### config.mk
export PLATFORM = sky130hd
export DESIGN_NAME = axi_read_master
export DESIGN_NICKNAME = d
export VERILOG_FILES = /design/src/rtl/axi_read_master.sv
export SDC_FILE = /design/constraint.sdc
export NUM_CORES = 1
export LEC_CHECK = 0
export ABC_AREA = 1
export CORE_ASPECT_RATIO = 1.5
export CORE_UTILIZATION = 39
export DETAILED_ROUTE_END_ITERATION = 6
export PLACE_DENSITY = 0.9
export REMOVE_ABC_BUFFERS = 1
export SLEW_MARGIN = 20
export SYNTH_ARGS = -nofsm -noshare
export SYNTH_HDL_FRONTEND = slang
export SYNTH_SLANG_ARGS = --single-unit
### constraint.sdc
create_clock -name clk -period 4.7 [get_ports clk]
set_input_delay 0.705 -clock clk [delete_from_list [all_inputs] [get_ports clk]]
set_output_delay 0.705 -clock clk [all_outputs]
set_load 0.05 [all_outputs]
### src/rtl/axi_read_master.sv
// AXI4 single-burst read master: accepts one read command, issues one INCR
// AR, forwards R beats straight onto an AXI-Stream output with tlast taken
// from the local beat count, and reports response/ID/length/size errors on
// a one-cycle done pulse.
module axi_read_master #(
  parameter int DATA_WIDTH = 32,
  parameter int ADDR_WIDTH = 16,
  parameter int STRB_WIDTH = DATA_WIDTH / 8,
  parameter int ID_WIDTH   = 8,
  parameter int ARID_VALUE = 0
) (
  input  logic                  clk,
  input  logic                  rst,
  input  logic                  cmd_valid,
  output logic                  cmd_ready,
  input  logic [ADDR_WIDTH-1:0] cmd_addr,
  input  logic [7:0]            cmd_len,
  input  logic [2:0]            cmd_size,
  output logic [ID_WIDTH-1:0]   m_axi_arid,
  output logic [ADDR_WIDTH-1:0] m_axi_araddr,
  output logic [7:0]            m_axi_arlen,
  output logic [2:0]            m_axi_arsize,
  output logic [1:0]            m_axi_arburst,
  output logic                  m_axi_arlock,
  output logic [3:0]            m_axi_arcache,
  output logic [2:0]            m_axi_arprot,
  output logic                  m_axi_arvalid,
  input  logic                  m_axi_arready,
  input  logic [ID_WIDTH-1:0]   m_axi_rid,
  input  logic [DATA_WIDTH-1:0] m_axi_rdata,
  input  logic [1:0]            m_axi_rresp,
  input  logic                  m_axi_rlast,
  input  logic                  m_axi_rvalid,
  output logic                  m_axi_rready,
  output logic [DATA_WIDTH-1:0] m_axis_tdata,
  output logic                  m_axis_tlast,
  output logic                  m_axis_tvalid,
  input  logic                  m_axis_tready,
  output logic                  done,
  output logic [2:0]            err
);

  localparam logic [ID_WIDTH-1:0] LP_ARID     = ID_WIDTH'(ARID_VALUE);
  localparam logic [2:0]          LP_MAX_SIZE = 3'($clog2(STRB_WIDTH));

  typedef enum logic [1:0] {
    S_IDLE = 2'd0,
    S_ADDR = 2'd1,
    S_DATA = 2'd2,
    S_DONE = 2'd3
  } state_t;

  state_t                r_state;
  state_t                w_state_nxt;
  logic [ADDR_WIDTH-1:0] r_araddr;
  logic [7:0]            r_arlen;
  logic [2:0]            r_arsize;
  logic                  r_arvalid;
  logic                  w_arvalid_nxt;
  logic [8:0]            r_cnt;
  logic [8:0]            w_cnt_nxt;
  logic [2:0]            r_err;
  logic [2:0]            w_err_nxt;
  // Set once the counted final beat arrived without rlast: remaining beats
  // of the slave's burst are swallowed until rlast shows up.
  logic                  r_drain;
  logic                  w_drain_nxt;
  logic                  w_cmd_acc;
  logic                  w_beat;
  logic                  w_last_cnt;

  // Constant and latched AR channel fields.
  assign m_axi_arid    = LP_ARID;
  assign m_axi_araddr  = r_araddr;
  assign m_axi_arlen   = r_arlen;
  assign m_axi_arsize  = r_arsize;
  assign m_axi_arburst = 2'b01;
  assign m_axi_arlock  = 1'b0;
  assign m_axi_arcache = 4'd0;
  assign m_axi_arprot  = 3'd0;
  assign m_axi_arvalid = r_arvalid;
  assign m_axis_tdata  = m_axi_rdata;
  assign done          = (r_state == S_DONE);
  assign err           = r_err;
  assign w_last_cnt    = (r_cnt == {1'b0, r_arlen});

  // Next-state, handshake outputs and beat bookkeeping.
  always_comb begin
    w_state_nxt   = r_state;
    w_arvalid_nxt = r_arvalid;
    w_cnt_nxt     = r_cnt;
    w_err_nxt     = r_err;
    w_drain_nxt   = r_drain;
    w_cmd_acc     = 1'b0;
    w_beat        = 1'b0;
    cmd_ready     = 1'b0;
    m_axi_rready  = 1'b0;
    m_axis_tvalid = 1'b0;
    m_axis_tlast  = 1'b0;
    case (r_state)
      S_IDLE: begin
        cmd_ready = rst;
        if (cmd_valid && rst) begin
          w_cmd_acc   = 1'b1;
          w_cnt_nxt   = 9'd0;
          w_drain_nxt = 1'b0;
          // An unsupported beat size never reaches the bus.
          if (cmd_size > LP_MAX_SIZE) begin
            w_err_nxt   = 3'b100;
            w_state_nxt = S_DONE;
          end else begin
            w_err_nxt     = 3'b000;
            w_arvalid_nxt = 1'b1;
            w_state_nxt   = S_ADDR;
          end
        end
      end
      S_ADDR: begin
        if (m_axi_arready) begin
          w_arvalid_nxt = 1'b0;
          w_state_nxt   = S_DATA;
        end
      end
      S_DATA: begin
        m_axi_rready  = rst & (r_drain | m_axis_tready);
        m_axis_tvalid = rst & m_axi_rvalid & ~r_drain;
        m_axis_tlast  = w_last_cnt & ~r_drain;
        w_beat        = m_axi_rvalid & m_axi_rready;
        if (w_beat) begin
          if (m_axi_rresp != 2'b00) w_err_nxt[0] = 1'b1;
          if (m_axi_rid != LP_ARID) w_err_nxt[1] = 1'b1;
          if (r_drain) begin
            if (m_axi_rlast) w_state_nxt = S_DONE;
          end else if (!w_last_cnt) begin
            w_cnt_nxt = r_cnt + 9'd1;
            if (m_axi_rlast) begin
              w_err_nxt[2] = 1'b1;
              w_state_nxt  = S_DONE;
            end
          end else begin
            w_cnt_nxt = r_cnt + 9'd1;
            if (m_axi_rlast) begin
              w_state_nxt = S_DONE;
            end else begin
              w_err_nxt[2] = 1'b1;
              w_drain_nxt  = 1'b1;
            end
          end
        end
      end
      S_DONE: begin
        w_state_nxt = S_IDLE;
      end
      default: begin
        w_state_nxt = S_IDLE;
      end
    endcase
  end

  // State, counters, flags and latched command fields.
  always_ff @(posedge clk) begin
    if (!rst) begin
      r_state   <= S_IDLE;
      r_arvalid <= 1'b0;
      r_cnt     <= 9'd0;
      r_err     <= 3'b000;
      r_drain   <= 1'b0;
      r_araddr  <= '0;
      r_arlen   <= 8'd0;
      r_arsize  <= 3'd0;
    end else begin
      r_state   <= w_state_nxt;
      r_arvalid <= w_arvalid_nxt;
      r_cnt     <= w_cnt_nxt;
      r_err     <= w_err_nxt;
      r_drain   <= w_drain_nxt;
      if (w_cmd_acc) begin
        r_araddr <= cmd_addr;
        r_arlen  <= cmd_len;
        r_arsize <= cmd_size;
      end
    end
  end

endmodule

==> run summary <==
Reg clk slew, reported paths - 0.08 ns
Final setup vio count - 0
Final Util - 0.520
Share of cells above drive strength 1 - 0.0670
Die width - 66.5 microns
Die ar. - 6560 sq um
CTS tree - yes
Antenna violations before repair - 0
Mean number of vias per cell - 4.95
FF+latch count, synth - 43
Hold Crit Class - register to register
Worst Path Required - 3.99 ns
CTS Buf Count - 5
Critical path capture point type - output port
Clock sink total - 43
Crit Path Category - input port to output port
Syn Std Cell Area - 2430 sq um
Unrepaired setup endpoints after global routing - false
Rel. slew slack - 0.635
Hold violation total from the final report - 0
Vert. Die Dim - 98.7 microns
Pleak - 1.26 nW
Post-Layout Cell Count - 460
Fill cell count - 559
Critical path's largest stage delay - 0.83 ns
Average wire per standard cell - 14.1 microns
Crit share post-route - 0.716
Gates resized, CTS repair - 0
Top cell by count, worst path - clkdlybuf4s50_1
Slowest library cell on the worst path - clkdlybuf4s50_1
Max VDD drop - 0.328 mV
Clock Tree Root - clkbuf_8
I/O Buffers - 79
CP arrival - 2.66 ns
Initial Util - 0.411
Post-DP Area - 2960 sq um
Status - complete, no violations
Gpl congestion - 0.898
Fmax - 297 MHz
Cells after Synth - 343
CP startpoint kind - input port
Design Area, Final - 3080 sq um
Total wire length - 6490 microns
Placed Cells - 452
CTS Hold Bufs - 0
Std-Cell Rows - 34
GR Overflow Total - 0
PD cells - 513 nW/um^2
Worst Skew - 0.00705 ns
Max Root-Sink Buffers - 2
Postcts setup bufs - 0
Drc violations - 0
Buffers & Inverters on Critical Path - 4
Vias in the first global route - 2142
DRT Pass-1 Iters - 4
Vias - 2275
# nets final - 468
Yosys cell types - 30
Syn Area/Cell - 7.09 sq um
GRT Util Overall - 0.205
CP Max Fanout - 27
Drt first-iter violations - 87
Total number of yosys warnings - 0
Largest net degree at the start of global routing - 43
Diodes inserted - 0
Clock latency at the later pin of the worst-skew pair - 0.30 ns
Total I/O pin count - 162
Syn-to-layout area delta - 26.6%
Tmin final - 3.37 ns
Area of the core - 5910 sq um
Cells along the critical path - clkdlybuf4s50_1 > buf_4 > inv_2 > nor3_1 > clkdlybuf4s50_1
First-pass GRT wire length - 10300 microns
DP HPWL - 5020 microns
Slew @ Worst Pin - 0.546 ns
Power, Total - 0.00158 W
Max-cap viol count - 0
Fin Setup TNS - 0 ns
Sequential fraction of the synthesis area - 0.354
CP delay by family, top - buffers and inverters
Max Slew Vio Count - 0
Clock H-tree levels - 2
Antenna viol nets, final - 0
[cell usage after synthesis (all sizes together)]
cell | count | area, sq um
a21o | 1 | 7.51
a21oi | 13 | 68.8
buf | 55 | 407
clkbuf | 5 | 18.8
conb | 2 | 7.51
dfxtp | 43 | 861
ha | 5 | 62.6
inv | 36 | 135
nand2 | 91 | 354
nand3 | 11 | 55.1
nand4 | 3 | 18.8
nor2 | 28 | 134
nor3 | 3 | 15.0
nor4 | 3 | 18.8
o211ai | 1 | 7.51
o21ai | 32 | 175
o31ai | 7 | 52.6
or2 | 1 | 6.26
xor2 | 3 | 26.3
[worst paths after layout]
| path | endpoint | startpoint | slack, ns | depth (start not counted) |
|---|---|---|---|---|
| setup / recovery | m_axis_tvalid | rst | 1.33 | 5 |
| setup reg to reg | r_drain | r_state[0] | 2.78 | 6 |
| hold / removal | err[0] | err[0] | 0.47 | 2 |
| hold reg to reg | err[0] | err[0] | 0.47 | 2 |
[power by group]
part | internal [W] | leakage [nW] | switching (W) | total (W)
clock | 0.000160 | 0.0548 | 0.000138 | 0.000298
sequential | 0.000436 | 0.352 | 0.0000454 | 0.000482
combinational | 0.000254 | 0.848 | 0.000546 | 0.000799
total | 0.000850 | 1.26 | 0.000729 | 0.00158
[metrics by stage]
stage               hold WS [ns]  setup WS [ns]
floorplan                  0.457           2.12
global route               0.487           1.24
CTS                        0.464           1.33
finish                     0.466           1.33
detailed placement         0.452           1.33
global placement           0.437           1.35
[placed cells by master, fill, tap and decap left out, drive strengths merged]
master,n
nand4,3
conb,18
nor2,28
a21oi,13
nor4,3
ha,5
o21ai,32
buf,2
nand2,91
clkbuf,5
nand3,11
bufinv,1
nor3,3
xor2,3
dfxtp,43
a21o,1
or2,1
inv,37
o211ai,1
o31ai,7
clkinvlp,1
clkdlybuf4s50,79
[worst register-to-register path, cell delays in order (launching register included)]
cell     delay [ns]
dfxtp_1        0.34
inv_1          0.12
ha_1           0.37
inv_1          0.17
a21oi_1        0.45
inv_1          0.20
a21oi_1        0.19
[per-layer routing]
metal / share of wire / track usage
met1: 0.39 / 0.244
met2: 0.46 / 0.312
met3: 0.12 / 0.0984
met4: 0.022 / 0.0736
met5: 0.0052 / 0.0667
[flip-flops by register name, indices dropped and copies added, names as in the netlist]
register,cells
m_axi_arsize,3
r_cnt,9
r_drain,1
r_state,2
m_axi_araddr,16
err,3
m_axi_arvalid,1
m_axi_arlen,8
[cell type report]
class | instances | area [sq um] | share of cell area
multi-input combinational | 220 | 1070 | 0.348
clock buffer | 5 | 68.8 | 0.0224
timing repair buffer | 81 | 806 | 0.262
tap | 72 | 90.1 | 0.0293
sequential | 43 | 861 | 0.280
clock inverter | 3 | 46.3 | 0.0150
inverter | 36 | 135 | 0.0439
[kinds of logic (layout without fill, tap and decap cells)]
| family | Yosys count | in the layout | synth area share |
|---|---|---|---|
| AND/OR/NAND/NOR | 140 | 140 | 0.248 |
| buffers and inverters | 96 | 125 | 0.231 |
| AO/OA/AOI/OAI | 54 | 54 | 0.128 |
| flip-flops | 43 | 43 | 0.354 |
| adder cells (fa/ha/maj) | 5 | 5 | 0.0257 |
| XOR/XNOR | 3 | 3 | 0.0108 |
| other | 2 | 18 | 0.00309 |
Power figures use the tool's default switching activity.
